<file path="config.mk">
export PLATFORM = sky130hd
export DESIGN_NAME = imm_decode_stage_flat
export DESIGN_NICKNAME = d
export VERILOG_FILES = /design/src/rtl/imm_decode_pkg.sv /design/src/rtl/imm_decode_if.sv /design/src/rtl/imm_decode_stage_imm_extract.sv /design/src/rtl/imm_decode_stage.sv /design/src/flat_wrapper.sv
export SDC_FILE = /design/constraint.sdc
export NUM_CORES = 1
export LEC_CHECK = 0
export ABC_AREA = 0
export CORE_MARGIN = 1.5
export CORE_UTILIZATION = 55
export DETAILED_ROUTE_END_ITERATION = 10
export PLACE_DENSITY = 0.85
export SYNTH_ARGS = -nofsm -noshare
export SYNTH_HDL_FRONTEND = slang
export SYNTH_SLANG_ARGS = --single-unit
</file>
<file path="constraint.sdc">
create_clock -name clk -period 4.1 [get_ports clk]
set_input_delay 0.82 -clock clk [delete_from_list [all_inputs] [get_ports clk]]
set_output_delay 0.82 -clock clk [all_outputs]
set_load 0.05 [all_outputs]
</file>
<file path="src/rtl/imm_decode_pkg.sv">
// Shared types for the immediate-decode stage:
// format enum, opcode constants and the buffered entry layout.
package imm_decode_pkg;

    localparam int XLEN_MAX = 64;

    typedef enum logic [2:0] {
        FMT_NONE,
        FMT_I,
        FMT_S,
        FMT_B,
        FMT_U,
        FMT_J,
        FMT_SHAMT
    } imm_fmt_t;

    localparam logic [6:0] OP_IMM    = 7'b0010011;
    localparam logic [6:0] OP_IMM_32 = 7'b0011011;
    localparam logic [6:0] LOAD      = 7'b0000011;
    localparam logic [6:0] STORE     = 7'b0100011;
    localparam logic [6:0] BRANCH    = 7'b1100011;
    localparam logic [6:0] JAL       = 7'b1101111;
    localparam logic [6:0] JALR      = 7'b1100111;
    localparam logic [6:0] LUI       = 7'b0110111;
    localparam logic [6:0] AUIPC     = 7'b0010111;

    typedef struct packed {
        logic [31:0]         instr;
        logic [XLEN_MAX-1:0] pc;
        logic [XLEN_MAX-1:0] imm;
        imm_fmt_t            fmt;
        logic                illegal;
    } dec_entry_t;

endpackage

</file>
<file path="src/rtl/imm_decode_if.sv">
// Fetch-side and consumer-side handshake bundle of the stage.
// The stage itself takes the slave view.
interface imm_decode_if
    import imm_decode_pkg::*;
#(
    parameter int DATA_WIDTH = 32
);
    logic                  in_valid;
    logic                  in_ready;
    logic [31:0]           in_instr;
    logic [DATA_WIDTH-1:0] in_pc;
    logic                  out_valid;
    logic                  out_ready;
    logic [31:0]           out_instr;
    logic [DATA_WIDTH-1:0] out_pc;
    logic [DATA_WIDTH-1:0] out_imm;
    imm_fmt_t              out_fmt;
    logic                  out_illegal;

    modport master (
        output in_valid, in_instr, in_pc, out_ready,
        input  in_ready, out_valid, out_instr, out_pc,
        input  out_imm, out_fmt, out_illegal
    );

    modport slave (
        input  in_valid, in_instr, in_pc, out_ready,
        output in_ready, out_valid, out_instr, out_pc,
        output out_imm, out_fmt, out_illegal
    );
endinterface

</file>
<file path="src/rtl/imm_decode_stage_imm_extract.sv">
// Combinational immediate classifier and extender.
// Every format is first built as a 32-bit value, then sign-extended.
module imm_extract
    import imm_decode_pkg::*;
#(
    parameter int DATA_WIDTH    = 32,
    parameter bit UNSIGNED_ZEXT = 1'b0
) (
    input  logic [31:0]           instr,
    output logic [DATA_WIDTH-1:0] imm,
    output imm_fmt_t              fmt,
    output logic                  illegal
);
    localparam bit RV64 = (DATA_WIDTH == 64);

    logic [6:0]  opc;
    logic [2:0]  f3;
    logic        op_imm;
    logic        op_w;
    logic        shift;
    logic        i_type;
    logic        bad_f6;
    logic        sgn;
    logic [31:0] v32;

    assign opc    = instr[6:0];
    assign f3     = instr[14:12];
    assign op_imm = (opc == OP_IMM);
    assign op_w   = RV64 && (opc == OP_IMM_32);
    assign shift  = (op_imm || op_w) && (f3[1:0] == 2'b01);
    assign i_type = ((op_imm || op_w) && !shift)
                  || (opc == LOAD) || (opc == JALR);
    assign bad_f6 = (instr[31:26] != 6'b000000)
                 && (instr[31:26] != 6'b010000);

    always_comb begin
        fmt     = FMT_NONE;
        illegal = 1'b0;
        v32     = '0;
        sgn     = instr[31];
        unique case (1'b1)
            shift: begin
                fmt = FMT_SHAMT;
                if (RV64 && op_imm) v32 = {26'b0, instr[25:20]};
                else                v32 = {27'b0, instr[24:20]};
                illegal = bad_f6 || (!RV64 && instr[25]);
            end
            i_type: begin
                fmt = FMT_I;
                if (UNSIGNED_ZEXT
                    && ((op_imm && f3 == 3'b011)
                        || (opc == LOAD && f3[2])))
                    sgn = 1'b0;
                v32 = {{20{sgn}}, instr[31:20]};
            end
            (opc == STORE): begin
                fmt = FMT_S;
                v32 = {{20{sgn}}, instr[31:25], instr[11:7]};
            end
            (opc == BRANCH): begin
                fmt = FMT_B;
                if (UNSIGNED_ZEXT && f3[2:1] == 2'b11) sgn = 1'b0;
                v32 = {{19{sgn}}, instr[31], instr[7],
                       instr[30:25], instr[11:8], 1'b0};
            end
            (opc == LUI) || (opc == AUIPC): begin
                fmt = FMT_U;
                v32 = {instr[31:12], 12'b0};
            end
            (opc == JAL): begin
                fmt = FMT_J;
                v32 = {{11{sgn}}, instr[31], instr[19:12],
                       instr[20], instr[30:21], 1'b0};
            end
            default: illegal = (instr[1:0] == 2'b11);
        endcase
    end

    // zero-extended forms already carry a clear bit 31 here
    assign imm = DATA_WIDTH'($signed(v32));

endmodule

</file>
<file path="src/rtl/imm_decode_stage.sv">
// Registered immediate-decode stage with a two-entry skid buffer
// (main output register plus one skid register).
module imm_decode_stage
    import imm_decode_pkg::*;
#(
    parameter int DATA_WIDTH    = 32,
    parameter bit UNSIGNED_ZEXT = 1'b0
) (
    input logic         clk,
    input logic         reset,
    input logic         flush,
    imm_decode_if.slave bus
);
    logic [DATA_WIDTH-1:0] d_imm;
    imm_fmt_t              d_fmt;
    logic                  d_ill;
    dec_entry_t            dec;
    dec_entry_t            main_q;
    dec_entry_t            skid_q;
    logic                  main_v;
    logic                  skid_v;
    logic                  take_in;
    logic                  load_main;

    imm_extract #(
        .DATA_WIDTH   (DATA_WIDTH),
        .UNSIGNED_ZEXT(UNSIGNED_ZEXT)
    ) u_ext (
        .instr  (bus.in_instr),
        .imm    (d_imm),
        .fmt    (d_fmt),
        .illegal(d_ill)
    );

    assign dec = '{
        instr:   bus.in_instr,
        pc:      XLEN_MAX'(bus.in_pc),
        imm:     XLEN_MAX'(d_imm),
        fmt:     d_fmt,
        illegal: d_ill
    };

    assign take_in   = bus.in_valid && !skid_v;
    assign load_main = !main_v || bus.out_ready;

    always_ff @(posedge clk) begin
        if (reset) begin
            main_v <= 1'b0;
            skid_v <= 1'b0;
            main_q <= '0;
            skid_q <= '0;
        end else if (flush) begin
            main_v <= 1'b0;
            skid_v <= 1'b0;
        end else if (load_main) begin
            if (skid_v) begin
                main_q <= skid_q;
                main_v <= 1'b1;
                skid_v <= 1'b0;
            end else begin
                main_v <= take_in;
                if (take_in) main_q <= dec;
            end
        end else if (take_in) begin
            skid_q <= dec;
            skid_v <= 1'b1;
        end
    end

    assign bus.in_ready    = !skid_v;
    assign bus.out_valid   = main_v;
    assign bus.out_instr   = main_q.instr;
    assign bus.out_pc      = main_q.pc[DATA_WIDTH-1:0];
    assign bus.out_imm     = main_q.imm[DATA_WIDTH-1:0];
    assign bus.out_fmt     = main_q.fmt;
    assign bus.out_illegal = main_q.illegal;

    if (DATA_WIDTH < XLEN_MAX) begin : g_pad
        logic unused_hi;
        assign unused_hi = ^{main_q.pc[XLEN_MAX-1:DATA_WIDTH],
                             main_q.imm[XLEN_MAX-1:DATA_WIDTH]};
    end

endmodule
</file>
<file path="src/flat_wrapper.sv">
// flat-port wrapper written by rule: the top's interface ports become plain ports
module imm_decode_stage_flat import imm_decode_pkg::*;
#(
    parameter int DATA_WIDTH    = 32,
    parameter bit UNSIGNED_ZEXT = 1'b0
)
  (clk, reset, flush, bus_in_valid, bus_in_instr, bus_in_pc, bus_out_ready, bus_in_ready, bus_out_valid, bus_out_instr, bus_out_pc, bus_out_imm, bus_out_fmt, bus_out_illegal);
  imm_decode_if #(.DATA_WIDTH(DATA_WIDTH)) bus_i ();
  input logic clk;
  input logic reset;
  input logic flush;
  input wire logic [$bits(bus_i.in_valid)-1:0] bus_in_valid;
  input wire logic [$bits(bus_i.in_instr)-1:0] bus_in_instr;
  input wire logic [$bits(bus_i.in_pc)-1:0] bus_in_pc;
  input wire logic [$bits(bus_i.out_ready)-1:0] bus_out_ready;
  output wire logic [$bits(bus_i.in_ready)-1:0] bus_in_ready;
  output wire logic [$bits(bus_i.out_valid)-1:0] bus_out_valid;
  output wire logic [$bits(bus_i.out_instr)-1:0] bus_out_instr;
  output wire logic [$bits(bus_i.out_pc)-1:0] bus_out_pc;
  output wire logic [$bits(bus_i.out_imm)-1:0] bus_out_imm;
  output wire logic [$bits(bus_i.out_fmt)-1:0] bus_out_fmt;
  output wire logic [$bits(bus_i.out_illegal)-1:0] bus_out_illegal;
  assign bus_i.in_valid = bus_in_valid;
  assign bus_i.in_instr = bus_in_instr;
  assign bus_i.in_pc = bus_in_pc;
  assign bus_i.out_ready = bus_out_ready;
  assign bus_in_ready = bus_i.in_ready;
  assign bus_out_valid = bus_i.out_valid;
  assign bus_out_instr = bus_i.out_instr;
  assign bus_out_pc = bus_i.out_pc;
  assign bus_out_imm = bus_i.out_imm;
  assign bus_out_fmt = bus_i.out_fmt;
  assign bus_out_illegal = bus_i.out_illegal;
  imm_decode_stage #(.DATA_WIDTH(DATA_WIDTH), .UNSIGNED_ZEXT(UNSIGNED_ZEXT)) u_core (.clk(clk), .reset(reset), .flush(flush), .bus(bus_i));
endmodule
</file>
# After elaboration in Yosys (flattened, before gate mapping)
# Cells that the tools add are included.
[word_totals]
reg_bits = 202
output_inout_bits = 102
[classes]
n_eq_ne = 11
mux = 6
bitwise_logic = 2
reduce_logical = 19
[op_table]
columns = ["cell", "count"]
rows = [
  ["$mux W164", 2],
  ["$pmux W32 S6", 1],
  ["$eq A7 B7 Y1 const B", 3],
  ["$pmux W3 S6", 1],
  ["$eq A7 B5 Y1 const B", 2],
  ["$eq A7 B6 Y1 const B", 2],
  ["$eq A7 B2 Y1 const B", 1],
  ["$ne A6 B5 Y1 const B", 1],
  ["$reduce_and A3 Y1", 2],
  ["$reduce_bool A6 Y1", 1],
  ["$logic_or A1 B1 Y1", 5],
  ["$reduce_or A5 Y1", 1],
  ["$logic_and A1 B1 Y1", 4],
  ["$logic_not A1 Y1", 3],
  ["$reduce_or A3 Y1", 1],
  ["$eq A2 B1 Y1 const B", 1],
  ["$eq A2 B2 Y1 const B", 1],
  ["$not A1 Y1", 2],
  ["$pmux W1 S2", 1],
  ["$reduce_bool A2 Y1", 1],
  ["$reduce_or A2 Y1", 1],
  ["$mux W1", 1],
]

# Depth between registers and ports, before layout
[depth]
ltp_word = 10
depth_mapped = 8
ltp_nobuf = 5

# By module
# Synthesis repeated with hierarchy kept, for this count alone.
[unflattened]
hier_cells = 973
area_unflattened_um2 = 10178.5
[by_module_without_submodules]
columns = ["module", "instances", "cells_each", "area_each_um2"]
rows = [
  ["imm_decode_stage", 1, 899, 9654.3],
  ["imm_extract", 1, 74, 524.3],
]

# Worst setup path after synthesis
# No wires, ideal clock.
[synth_path]
kind = "input to register"
startpoint = "input bus_in_instr[6]"
endpoint = "register u_core.main_q (netlist bit u_core.bus.out_imm[20])"
setup_time_ns = 0.117
t_arrival_ns = 1.920
t_required_ns = 3.983
slack_ns = 2.062
path_stages = 7
path_cell_list = "buf_2 -> nor4_4 -> and3_1 -> o21ai_1 -> buf_4 -> nand3_1 -> a32o_1"
[synth_between]
elab_chain_cells = 9
word_cells_on_any_way = 17
classes_between = "eq/ne: 8; mux: 3; reduce/logical: 6"
[synth_rtl]
columns = ["element", "line", "source"]
rows = [
  ["start, declared", "flat_wrapper.sv:13", "input wire logic [$bits(bus_i.in_instr)-1:0] bus_in_instr;"],
  ["$eq A7 B5 Y1", "imm_decode_stage_imm_extract.sv:28", "assign op_imm = (opc == OP_IMM);"],
  ["$logic_and A1 B1 Y1", "imm_decode_stage_imm_extract.sv:30", "assign shift = (op_imm || op_w) && (f3[1:0] == 2'b01);"],
  ["$logic_not A1 Y1", "imm_decode_stage_imm_extract.sv:31", "assign i_type = ((op_imm || op_w) && !shift)"],
  ["$logic_and A1 B1 Y1", "imm_decode_stage_imm_extract.sv:31", ""],
  ["$logic_or A1 B1 Y1 (2 in a row)", "imm_decode_stage_imm_extract.sv:32", "|| (opc == LOAD) || (opc == JALR);"],
  ["$pmux W32 S6 *", "imm_decode_stage_imm_extract.sv:41", "unique case (1'b1)"],
  ["$mux W164 *", "imm_decode_stage.sv:62", "if (take_in) main_q <= dec;"],
  ["$mux W164 *", "imm_decode_stage.sv:56", "if (skid_v) begin"],
  ["end signal, assigned", "imm_decode_stage.sv:57", "main_q <= skid_q;"],
  ["end, declared", "imm_decode_stage.sv:18", "dec_entry_t main_q;"],
]
# Every way passes the cells marked *; elsewhere a longest branch is shown, timed or not. The select of a mux whose other input is x is not followed.
# A chain may end at the register's enable or synchronous reset.

# Worst setup path in the final report
[layout_path]
startpoint = "input bus_in_instr[6]"
endpoint = "register u_core.main_q (netlist bit u_core.bus.out_imm[21])"
# The elaborated chain is that of the path after synthesis.

==> run metrics <==
status=finished clean; number of flops mapped to enable cells by yosys=0; Int Pwr=3.34 mW; Worst setup SP type=input port; Sw Share=25.7%; Leakage=3.54 nW; mapped cell area=8270 um2; Die W=126 um; CTS Hold Bufs=0; YS warnings=0; core region area=14600 um2; n_diodes=0; post-CTS sizing=0; CTS tree=built; Post-CTS Setup Inserts=0; Worst Max-Slew Pin Slew=0.902 ns; Net count, final=1131; CTS Root Cell=clkbuf_16; Final Hold Fails=0; vias in the first global route=6784; HP Class=reg2reg; Worst Path Required=4.53 ns; clock slew at reported path FFs=0.06 ns; syn_nets=1008; Worst Hold Launch=u_core.skid_q[76]; Final Non-Filler Cells=1258; post-synth cell types=56; unrepaired setup endpoints after global routing=false; GRT Total Usage=26.9%; Synth async-reset ratio=0%; die area=15800 um2; RePlAce Congestion=0.899; R2R Setup Slk=1.58 ns; final setup fails=0; Comb pwr share=13.1%; Yosys reg bits=202; drt pass-1 iters=7; vias per inst=5.80; DRC=0; Psw=1.16 mW; TritonCTS Buffers=21; syn avg cell area=8.81 um2; worst hold margin=0.452 ns; H-tree levels=1; Tmin final=2.69 ns; largest net degree at the start of global routing=140; dominant synthesized flop cell=dfxtp_1; final wirelength=21.8 mm; Worst Hold Depth=2; PD cells=422 nW/um2; FF-to-FF End=u_core.bus.out_imm[4]; post-DR wirelength/cell=17.4 um; Max Cap Violations=0; grt total ovfl=0; Flop pwr share=45.6%; Worst setup EP type=flop; Initial Util=56.7%; Cells after Synth=939; initial antenna violation count=0; share of layout cells above drive strength 1=6.70%; Area Growth Syn to Fin=28.8%; Clk pwr share=41.3%; period utilization=65.7%; Detail Route Antenna Nets=0; worst-path maximum fanout=13; Slew HR=39.6%; Max Freq=371 MHz; drt first-iter violations=713; Worst-Skew Late Latency=0.49 ns; crit path to=u_core.bus.out_imm[21]; HPWL after DPL=13.7 mm; sequential cell area fraction in the yosys report=48.9%; via count=7293; row count=44; FF-to-FF Start=u_core.skid_v; first-pass GRT wire length=35.0 mm; critical path type=in2reg; CP Launch Point=bus_in_instr[6]; Die H=126 um; Num Clock Sinks=202; total I/O pin count=171; Placed Cells=1223; peak supply drop=278 uV; Reg2Reg Depth=6; IO buf count=170; crit path DAT=3.12 ns; Slew Viols, Final=0; clock tree buffer depth=3; Setup Skew=0.00946 ns; setup_tns=0 ns
## placed cells by master (no fill, tap or decap), types with 8 or more instances in the layout
master / netlist / final
a32o_1: 12 / 12
nand2_1: 158 / 158
mux2i_1: 65 / 65
clkbuf_16: 0 / 21
nor3_1: 10 / 10
a22oi_1: 12 / 12
a211oi_2: 10 / 10
a211oi_1: 83 / 83
nand3_1: 23 / 22
a21oi_1: 90 / 90
clkdlybuf4s50_1: 0 / 169
nor2_1: 107 / 107
dfxtp_1: 202 / 201
o21ai_0: 8 / 8
nand2b_1: 14 / 14
## cells by family after synthesis
family	synth area share, %
xor+xnor	0.106
flops	48.9
mux	8.14
compound gates	20.6
simple gates	17.9
buf+inv	4.40
## how the worst min path moves through the flow
stage | slack (ns) | end
CTS | 0.45 | u_core.skid_q[11]
detailed placement | 0.44 | u_core.skid_q[11]
global route | 0.47 | u_core.skid_q[95]
finish | 0.45 | u_core.skid_q[76]
global placement | 0.44 | u_core.skid_q[35]
floorplan | 0.43 | u_core.skid_q[35]
## registers in the layout, indices dropped and copies added, names as in the netlist
| register | count |
|---|---|
| u_core.skid_q | 100 |
| u_core.bus.out_imm | 32 |
| u_core.bus.out_instr | 32 |
| u_core.bus.out_pc | 32 |
| u_core.bus.out_fmt | 3 |
| u_core.bus.out_illegal | 1 |
| u_core.bus.out_valid | 1 |
| u_core.skid_v | 1 |
## synthesized netlist by cell type, types with 8 or more instances
cell type | count | area share (%)
a211oi_1 | 83 | 7.5
nor2_1 | 107 | 4.9
o21ai_0 | 8 | 0.48
dfxtp_1 | 202 | 49
a211oi_2 | 10 | 1.5
nand3_1 | 23 | 1.4
a21oi_1 | 90 | 5.4
clkbuf_1 | 40 | 1.8
nor3_1 | 10 | 0.61
buf_2 | 36 | 2.2
nand2b_1 | 14 | 1.1
a32o_1 | 12 | 1.5
and3_1 | 8 | 0.61
nand2_1 | 158 | 7.2
mux2i_1 | 65 | 7.9
a22oi_1 | 12 | 1.1
## routing by layer
layer | wire, um | vias to the layer above | GRT usage, %
met3 | 1430 | 55 | 3.57
met2 | 10100 | 281 | 43.1
li1 | - | 3567 | -
met4 | 631 | 0 | 9.36
met1 | 9650 | 3390 | 37.6
met5 | 0 | - | 0
## through the flow
| step | area [um2] | utilization [%] | setup WS (ns) | power, mW |
|---|---|---|---|---|
| finish | 10700 | 73.0 | 1.41 | 4.50 |
| global route | 10700 | 73.0 | 1.29 | 4.66 |
| CTS | 10700 | 73.0 | 1.45 | 4.52 |
| detailed placement | 9980 | 68.4 | 0.971 | 2.68 |
| global placement | 9980 | 68.4 | 1.02 | 2.67 |
| floorplan | 8270 | - | 2.06 | 2.45 |
## worst max-delay path, stage by stage
cell and delay [ns]:
clkdlybuf4s50_1 0.66, nand4bb_1 0.38, nor2_1 0.73, nand2_1 0.22, nand3_1 0.15, a32o_1 0.16
## final cells by class
cell class              instances  area, um2
clock buffers                  30        619
repair buffers                180       1820
well taps                     184        230
clock inverters                 5       56.3
multi-input cells             655       3880
inverters                       2       7.51
fillers                      1062       3930
flip-flops and latches        202       4050
## power groups by stage
stage / Clock, mW / Combinational [mW] / Sequential [mW]
after floorplan: 0 / 0.182 / 2.27
after global placement: 0 / 0.579 / 2.09
after detailed placement: 0 / 0.584 / 2.10
after CTS: 1.88 / 0.587 / 2.05
after global routing: 1.98 / 0.621 / 2.06
final: 1.86 / 0.589 / 2.05
Note: power is estimated with default switching activity, not from simulation.
